**src/rtl/carrier_mod_ctrl_pkg.sv**
```systemverilog
// ---------------------------------------------------------------------------
// carrier_mod_ctrl_pkg
// Shared definitions for the QPSK carrier modulation controller:
//   - carrier table length and quarter-period phase step
//   - controller state enumeration
//   - Gray-coded symbol to phase-offset mapping
//   - modulo-CARRIER_LEN addition used to form the table index
// ---------------------------------------------------------------------------
package carrier_mod_ctrl_pkg;

    localparam int unsigned CARRIER_LEN = 200;
    localparam int unsigned QUARTER     = 50;
    localparam logic [7:0]  LAST_BASE   = 8'(CARRIER_LEN - 1);

    typedef enum logic [1:0] {
        ST_IDLE  = 2'd0,
        ST_RUN   = 2'd1,
        ST_DRAIN = 2'd2
    } state_t;

    // Gray mapping: adjacent phases differ by one bit.
    function automatic logic [7:0] sym_to_offset(input logic [1:0] sym);
        logic [7:0] off;
        case (sym)
            2'b00:   off = 8'd0;
            2'b01:   off = 8'(QUARTER);
            2'b11:   off = 8'(2 * QUARTER);
            default: off = 8'(3 * QUARTER);
        endcase
        return off;
    endfunction

    // Both operands are below CARRIER_LEN, so a single conditional
    // subtraction is enough to fold the sum back into 0..CARRIER_LEN-1.
    function automatic logic [7:0] carrier_wrap_add(input logic [7:0] base,
                                                    input logic [7:0] offset);
        logic [8:0] sum;
        sum = {1'b0, base} + {1'b0, offset};
        if (sum >= 9'(CARRIER_LEN)) begin
            sum = sum - 9'(CARRIER_LEN);
        end
        return sum[7:0];
    endfunction

endpackage

```
**src/rtl/carrier_mod_ctrl_sym_fifo.sv**
```systemverilog
// ---------------------------------------------------------------------------
// sym_fifo
// Synchronous FIFO holding queued QPSK symbols, with an occupancy output.
// Head entry is presented combinationally on o_rdata (show-ahead).
//
// Ports:
//   clk      in   clock, rising edge
//   rst_n    in   asynchronous active-low reset, empties the FIFO
//   i_push   in   write i_wdata this cycle (ignored when full)
//   i_wdata  in   symbol to write
//   i_pop    in   discard head entry this cycle (ignored when empty)
//   o_rdata  out  current head entry
//   o_full   out  occupancy == DEPTH
//   o_empty  out  occupancy == 0
//   o_level  out  current occupancy, 0..DEPTH
// ---------------------------------------------------------------------------
module sym_fifo #(
    parameter  int DEPTH = 4,
    parameter  int WIDTH = 2,
    localparam int AW    = $clog2(DEPTH),
    localparam int LW    = $clog2(DEPTH) + 1
) (
    input  logic             clk,
    input  logic             rst_n,
    input  logic             i_push,
    input  logic [WIDTH-1:0] i_wdata,
    input  logic             i_pop,
    output logic [WIDTH-1:0] o_rdata,
    output logic             o_full,
    output logic             o_empty,
    output logic [LW-1:0]    o_level
);

    logic [WIDTH-1:0] r_mem [DEPTH];
    logic [AW-1:0]    r_wr_ptr;
    logic [AW-1:0]    r_rd_ptr;
    logic [LW-1:0]    r_level;
    logic             w_push;
    logic             w_pop;

    assign o_full  = (r_level == LW'(DEPTH));
    assign o_empty = (r_level == '0);
    assign w_push  = i_push && !o_full;
    assign w_pop   = i_pop && !o_empty;
    assign o_rdata = r_mem[r_rd_ptr];
    assign o_level = r_level;

    // Storage needs no reset: entries are only read once written.
    always_ff @(posedge clk) begin
        if (w_push) begin
            r_mem[r_wr_ptr] <= i_wdata;
        end
    end

    // DEPTH is a power of two, so pointers wrap naturally.
    always_ff @(posedge clk or negedge rst_n) begin
        if (!rst_n) begin
            r_wr_ptr <= '0;
            r_rd_ptr <= '0;
            r_level  <= '0;
        end else begin
            if (w_push) begin
                r_wr_ptr <= r_wr_ptr + AW'(1);
            end
            if (w_pop) begin
                r_rd_ptr <= r_rd_ptr + AW'(1);
            end
            case ({w_push, w_pop})
                2'b10:   r_level <= r_level + LW'(1);
                2'b01:   r_level <= r_level - LW'(1);
                default: r_level <= r_level;
            endcase
        end
    end

endmodule

```
**src/rtl/carrier_mod_ctrl.sv**
```systemverilog
// ---------------------------------------------------------------------------
// carrier_mod_ctrl
// QPSK carrier modulation controller. Buffers 2-bit symbols, then walks a
// 200-entry sine/cosine table index, shifting its phase by the Gray-mapped
// offset of the current symbol. Each symbol lasts SYM_PERIODS carrier periods.
//
// Handshake: a symbol is taken on every rising edge where sym_valid and
// sym_ready are both high; sym_ready is high whenever the buffer is not full
// and does not depend on sym_valid.
//
// Ports:
//   clk         in   clock, rising edge
//   rst         in   asynchronous active-low reset
//   sym_data    in   QPSK symbol to enqueue
//   sym_valid   in   sym_data valid this cycle
//   sym_ready   out  buffer not full
//   start       in   one-cycle request to begin transmitting
//   stop        in   one-cycle request to end at the next symbol boundary
//   lut_addr    out  carrier table index 0..199
//   carrier_en  out  lut_addr valid, carrier driven
//   sym_strobe  out  pulse on the first clock of each symbol
//   busy        out  controller not idle
//   underrun    out  sticky: buffer ran dry with no stop pending
//   fifo_level  out  buffer occupancy
//   dbg_state   out  controller state
// ---------------------------------------------------------------------------
module carrier_mod_ctrl
    import carrier_mod_ctrl_pkg::*;
#(
    parameter  int SYM_PERIODS = 4,
    parameter  int FIFO_DEPTH  = 4,
    localparam int LVL_W       = $clog2(FIFO_DEPTH) + 1
) (
    input  logic             clk,
    input  logic             rst,
    input  logic [1:0]       sym_data,
    input  logic             sym_valid,
    output logic             sym_ready,
    input  logic             start,
    input  logic             stop,
    output logic [7:0]       lut_addr,
    output logic             carrier_en,
    output logic             sym_strobe,
    output logic             busy,
    output logic             underrun,
    output logic [LVL_W-1:0] fifo_level,
    output state_t           dbg_state
);

    localparam logic [7:0] LAST_PERIOD = 8'(SYM_PERIODS - 1);

    state_t     r_state;
    logic [7:0] r_base;
    logic [7:0] r_period_cnt;
    logic [7:0] r_offset;
    logic [7:0] r_lut_addr;
    logic       r_sym_strobe;
    logic       r_underrun;

    state_t     w_next_state;
    logic [7:0] w_next_base;
    logic [7:0] w_next_period;
    logic [7:0] w_next_offset;
    logic [7:0] w_next_lut;
    logic       w_next_strobe;
    logic       w_next_underrun;
    logic       w_pop;
    logic       w_full;
    logic       w_empty;
    logic [1:0] w_head;
    logic       w_base_wrap;
    logic       w_boundary;

    sym_fifo #(
        .DEPTH (FIFO_DEPTH),
        .WIDTH (2)
    ) u_sym_fifo (
        .clk     (clk),
        .rst_n   (rst),
        .i_push  (sym_valid),
        .i_wdata (sym_data),
        .i_pop   (w_pop),
        .o_rdata (w_head),
        .o_full  (w_full),
        .o_empty (w_empty),
        .o_level (fifo_level)
    );

    assign sym_ready   = !w_full;
    assign w_base_wrap = (r_base == LAST_BASE);
    assign w_boundary  = w_base_wrap && (r_period_cnt == LAST_PERIOD);

    always_ff @(posedge clk or negedge rst) begin
        if (!rst) begin
            r_state      <= ST_IDLE;
            r_base       <= '0;
            r_period_cnt <= '0;
            r_offset     <= '0;
            r_lut_addr   <= '0;
            r_sym_strobe <= 1'b0;
            r_underrun   <= 1'b0;
        end else begin
            r_state      <= w_next_state;
            r_base       <= w_next_base;
            r_period_cnt <= w_next_period;
            r_offset     <= w_next_offset;
            r_lut_addr   <= w_next_lut;
            r_sym_strobe <= w_next_strobe;
            r_underrun   <= w_next_underrun;
        end
    end

    always_comb begin
        w_next_state    = r_state;
        w_next_base     = r_base;
        w_next_period   = r_period_cnt;
        w_next_offset   = r_offset;
        w_next_strobe   = 1'b0;
        w_next_underrun = r_underrun;
        w_pop           = 1'b0;

        case (r_state)
            ST_IDLE: begin
                w_next_base   = '0;
                w_next_period = '0;
                // start wins over a simultaneous stop.
                if (start) begin
                    if (!w_empty) begin
                        w_next_state    = ST_RUN;
                        w_pop           = 1'b1;
                        w_next_offset   = sym_to_offset(w_head);
                        w_next_underrun = 1'b0;
                        w_next_strobe   = 1'b1;
                    end else begin
                        w_next_underrun = 1'b1;
                    end
                end
            end

            ST_RUN, ST_DRAIN: begin
                w_next_base   = w_base_wrap ? 8'd0 : r_base + 8'd1;
                w_next_period = w_base_wrap ? r_period_cnt + 8'd1 : r_period_cnt;
                if (w_boundary) begin
                    w_next_period = '0;
                    // A stop arriving on the boundary cycle itself ends
                    // transmission here, exactly as DRAIN would.
                    if (r_state == ST_DRAIN || stop) begin
                        w_next_state = ST_IDLE;
                    end else if (!w_empty) begin
                        w_pop         = 1'b1;
                        w_next_offset = sym_to_offset(w_head);
                        w_next_strobe = 1'b1;
                    end else begin
                        w_next_state    = ST_IDLE;
                        w_next_underrun = 1'b1;
                    end
                end else if (r_state == ST_RUN && stop) begin
                    w_next_state = ST_DRAIN;
                end
            end

            default: begin
                w_next_state  = ST_IDLE;
                w_next_base   = '0;
                w_next_period = '0;
            end
        endcase

        // Index is formed from the next base/offset so it lands on the same
        // edge as the counter it is derived from.
        w_next_lut = (w_next_state == ST_IDLE) ? 8'd0
                                               : carrier_wrap_add(w_next_base, w_next_offset);
    end

    assign lut_addr   = r_lut_addr;
    assign carrier_en = (r_state != ST_IDLE);
    assign busy       = (r_state != ST_IDLE);
    assign sym_strobe = r_sym_strobe;
    assign underrun   = r_underrun;
    assign dbg_state  = r_state;

endmodule

```
**config.mk**
```make
export PLATFORM = sky130hd
export DESIGN_NAME = carrier_mod_ctrl
export DESIGN_NICKNAME = d
export VERILOG_FILES = /design/src/rtl/carrier_mod_ctrl_pkg.sv /design/src/rtl/carrier_mod_ctrl_sym_fifo.sv /design/src/rtl/carrier_mod_ctrl.sv
export SDC_FILE = /design/constraint.sdc
export NUM_CORES = 1
export LEC_CHECK = 0
export ABC_CLOCK_PERIOD_IN_PS = 5000
export CORE_MARGIN = 2
export CORE_UTILIZATION = 30
export CTS_CLUSTER_SIZE = 20
export DETAILED_ROUTE_END_ITERATION = 8
export GPL_TIMING_DRIVEN = 0
export PLACE_DENSITY = 0.58
export SLEW_MARGIN = 0
export SYNTH_ARGS = -nofsm -noshare
export SYNTH_HDL_FRONTEND = slang
export SYNTH_SLANG_ARGS = --single-unit
export TNS_END_PERCENT = 30
```
**constraint.sdc**
```tcl
create_clock -name clk -period 5 [get_ports clk]
set_input_delay 0.5 -clock clk [delete_from_list [all_inputs] [get_ports clk]]
set_output_delay 0.5 -clock clk [all_outputs]
set_load 0.01 [all_outputs]
```
==> results.sh <==
export IMPL_tritoncts_num_sinks=51
export IMPL_syn_num_nets=317
export IMPL_report_final_setup_viol=0
export IMPL_yosys_area_top_type="dfrtp_1"
export IMPL_syn_area_per_cell_um2=10.5
export IMPL_place_congestion=0.818
export IMPL_timing_hold_worst_class="in -> async"
export IMPL_worstRegToRegCells=16
export IMPL_outcome="complete, no violations"
export IMPL_netlist_cell_type_count=57
export IMPL_final_hold_violation_count=0
export IMPL_diodes=0
export IMPL_grt_pass1_wl_mm=10.3
export IMPL_hpwl_mm=4.52
export IMPL_worst_pin_slew_ps=677
export IMPL_synth_top_cells_by_count="dfrtp_1, nor2_1, ha_1, nand2_1, inv_1"
export IMPL_drt_drc_violations_left=0
export IMPL_vdd_ir_drop_max_uv=227
export IMPL_post_drt_wl_per_cell_um=13.3
export IMPL_route_antenna_remaining_nets=0
export IMPL_postSynthRegisterBits=51
export IMPL_drt_vias_per_instance=4.86
export IMPL_synth_edff_count=8
export IMPL_detail_route_wirelength_mm=6.01
export IMPL_crit_required_ps=5230
export IMPL_critical_path_reg2reg_endpoint="lut_addr[3]"
export IMPL_worst_endpoint_arrival_ps=4780
export IMPL_critical_path_reg2reg_startpoint="r_base[0]"
export IMPL_area_delta_synth_final_pct=17.7
export IMPL_synth_async_reset_ratio=0.843
export IMPL_grt_start_max_net_pins=39
export IMPL_post_synth_top_area_fraction=0.358
export IMPL_static_leakage_power_nw=1.56
export IMPL_synth_top_cells_by_area="dfrtp_1, ha_1, edfxtp_1"
export IMPL_floorplan_die_area_um2=10800
export IMPL_clock_insertion_delay_worst_skew_ps=320
export IMPL_max_cap_violations=0
export IMPL_grt_antenna_before_repair=0
export IMPL_rsz0062_at_grt="false"
export IMPL_most_common_cell_in_the_synthesized_netlist="dfrtp_1"
export IMPL_synth_yosys_seq_area_share=0.437
export IMPL_critical_path_max_fanout=6
export IMPL_critical_path_class="reg -> reg"
export IMPL_mappedNetlistArea_um2=3010
export IMPL_layout_worst_path_cycle_share=0.910
export IMPL_layout_drive_gt1_share=0.100
export IMPL_die_height_um=104
export IMPL_cts_tree="built"
export IMPL_placement_io_buffers=24
export IMPL_grt_remaining_overflow=0
export IMPL_cts_buffers_inserted=5
export IMPL_first_global_vias=2209
export IMPL_tot_gr_track_use=0.116
export IMPL_clock_tree_buffer_depth=2
export IMPL_regToRegSetupSlack_ps=450
export IMPL_maxClockFrequency_ghz=0.220
export IMPL_initial_standard_cell_utilization_of_the_core=0.308
export IMPL_detailedRoute_firstPassIterationCount=4
export IMPL_final_setup_skew_ps=17.3
export IMPL_ys_dominant_reg_cell="dfrtp_1"
export IMPL_num_rows=36
export IMPL_floorplan_die_width_um=104
export IMPL_crit_path_start_kind="flop"
export IMPL_netlist_instances=286
export IMPL_cts_root_buffer="clkbuf_8"
export IMPL_drt_iter0_drc=145
export IMPL_relSlewSlack=0.544
export IMPL_clk_transition_reported_paths_ps=110
export IMPL_post_route_setup_tns_ps=0
export IMPL_worstSetupEndpointType="flop"
export IMPL_powerDensity_nw_per_um2=538
export IMPL_power_mw=1.91
export IMPL_period_needed_ps=4550
export IMPL_core_area_um2=9770
export IMPL_clock_tree_htree_level_count=2
export IMPL_timing_max_transition_violations_final=0
export IMPL_num_io_pins=25
export IMPL_synth_warnings=0
export IMPL_vias=2195
export IMPL_nets_finish=349
[critical path, stage by stage, from the launching register on]
cell      delay (ps)
dfrtp_1          410
ha_1             260
and4b_1          320
and4_1           270
nand3_2          170
a21oi_2          350
nor2_1           120
a221oi_4         320
ha_1             320
a21o_1           190
a211oi_1         440
or2_2            250
ha_1             230
nand4_1          160
a21oi_2          250
o21ba_2          210
mux2i_1          190
[report_power, final]
group	total [mW]	internal [mW]	leakage (nW)	switching (mW)
Combinational	1.07	0.455	0.872	0.616
Sequential	0.590	0.524	0.643	0.0661
Clock	0.245	0.0990	0.0483	0.146
[cells in the final DEF (no fill, tap or decap), types with 4 or more instances in the layout]
master            n
nor2_1           23
xnor2_1           8
clkbuf_8          5
nand4_1           7
nor3_1            4
and3_1            6
nand3_1          13
ha_1             22
clkdlybuf4s50_1  23
and2_1            7
xor2_1           12
dfrtp_1          43
inv_1            15
a21oi_1          12
edfxtp_1          8
a21o_1            5
o21ai_0          13
mux2i_1           5
clkbuf_1          4
nand2_1          22
[area by class of cell]
class,instances,area (um^2)
clock buffer,5,68.8
inverter,15,56.3
tap,133,166
fill,1006,6230
sequential,51,1320
multi-input combinational,213,1630
clock inverter,3,18.8
buffer,7,32.5
timing repair buffer,25,255
[worst max-delay path by stage]
stage                       from     endpoint  cells past startpoint
floorplan           dbg_state[1]  lut_addr[3]                     16
CTS                    r_base[0]  lut_addr[3]                     16
global placement            stop  lut_addr[3]                     15
global route           r_base[0]  lut_addr[3]                     17
finish                 r_base[0]  lut_addr[3]                     16
detailed placement          stop  lut_addr[4]                     15
[metrics by stage]
stage | setup slack (ps) | area (um^2) | hold slack, ps | util | cells
5_1_grt | 20.0 | 3540 | 7.98 | 0.362 | 452
6_report | 448 | 3540 | 3.64 | 0.362 | 452
3_5_place_dp | 17.0 | 3430 | 345 | 0.351 | 444
3_3_place_gp | 53.3 | 3420 | 473 | 0.349 | 443
4_1_cts | 57.4 | 3520 | 4.97 | 0.360 | 452
2_1_floorplan | 1010 | 3010 | 204 | - | 286
[sequential cells by signal, summed over array words and instances, names as in the netlist]
name / count
r_offset: 8
sym_strobe: 1
underrun: 1
u_sym_fifo.o_level: 3
lut_addr: 8
u_sym_fifo.r_mem: 8
u_sym_fifo.r_rd_ptr: 2
r_base: 8
dbg_state: 2
u_sym_fifo.r_wr_ptr: 2
r_period_cnt: 8
[cell families (layout without fill, tap and decap cells)]
family | count (synthesis) | count (layout) | synth area share
AO/OA/AOI/OAI | 62 | 62 | 0.160
XOR/XNOR | 20 | 20 | 0.0582
adder cells (fa/ha/maj) | 24 | 24 | 0.105
buffers and inverters | 22 | 55 | 0.0295
flip-flops | 51 | 51 | 0.437
multiplexers | 8 | 8 | 0.0353
AND/OR/NAND/NOR | 99 | 99 | 0.175
[layer usage]
metal	share of wire	up-vias	routed length, um	global-route usage
li1	-	1097	-	-
met1	0.49	1051	2960	0.155
met2	0.46	34	2740	0.186
met3	0.030	13	179	0.0213
met4	0.022	0	132	0.0454
met5	0	-	0	0
[repair_timing]
item	4_1_cts	5_1_grt
setup buffers	0	0
hold buffers	0	0
endpoints found under the setup margin	0	5
gates resized for setup	0	3
(Power assumes the default switching activity.)
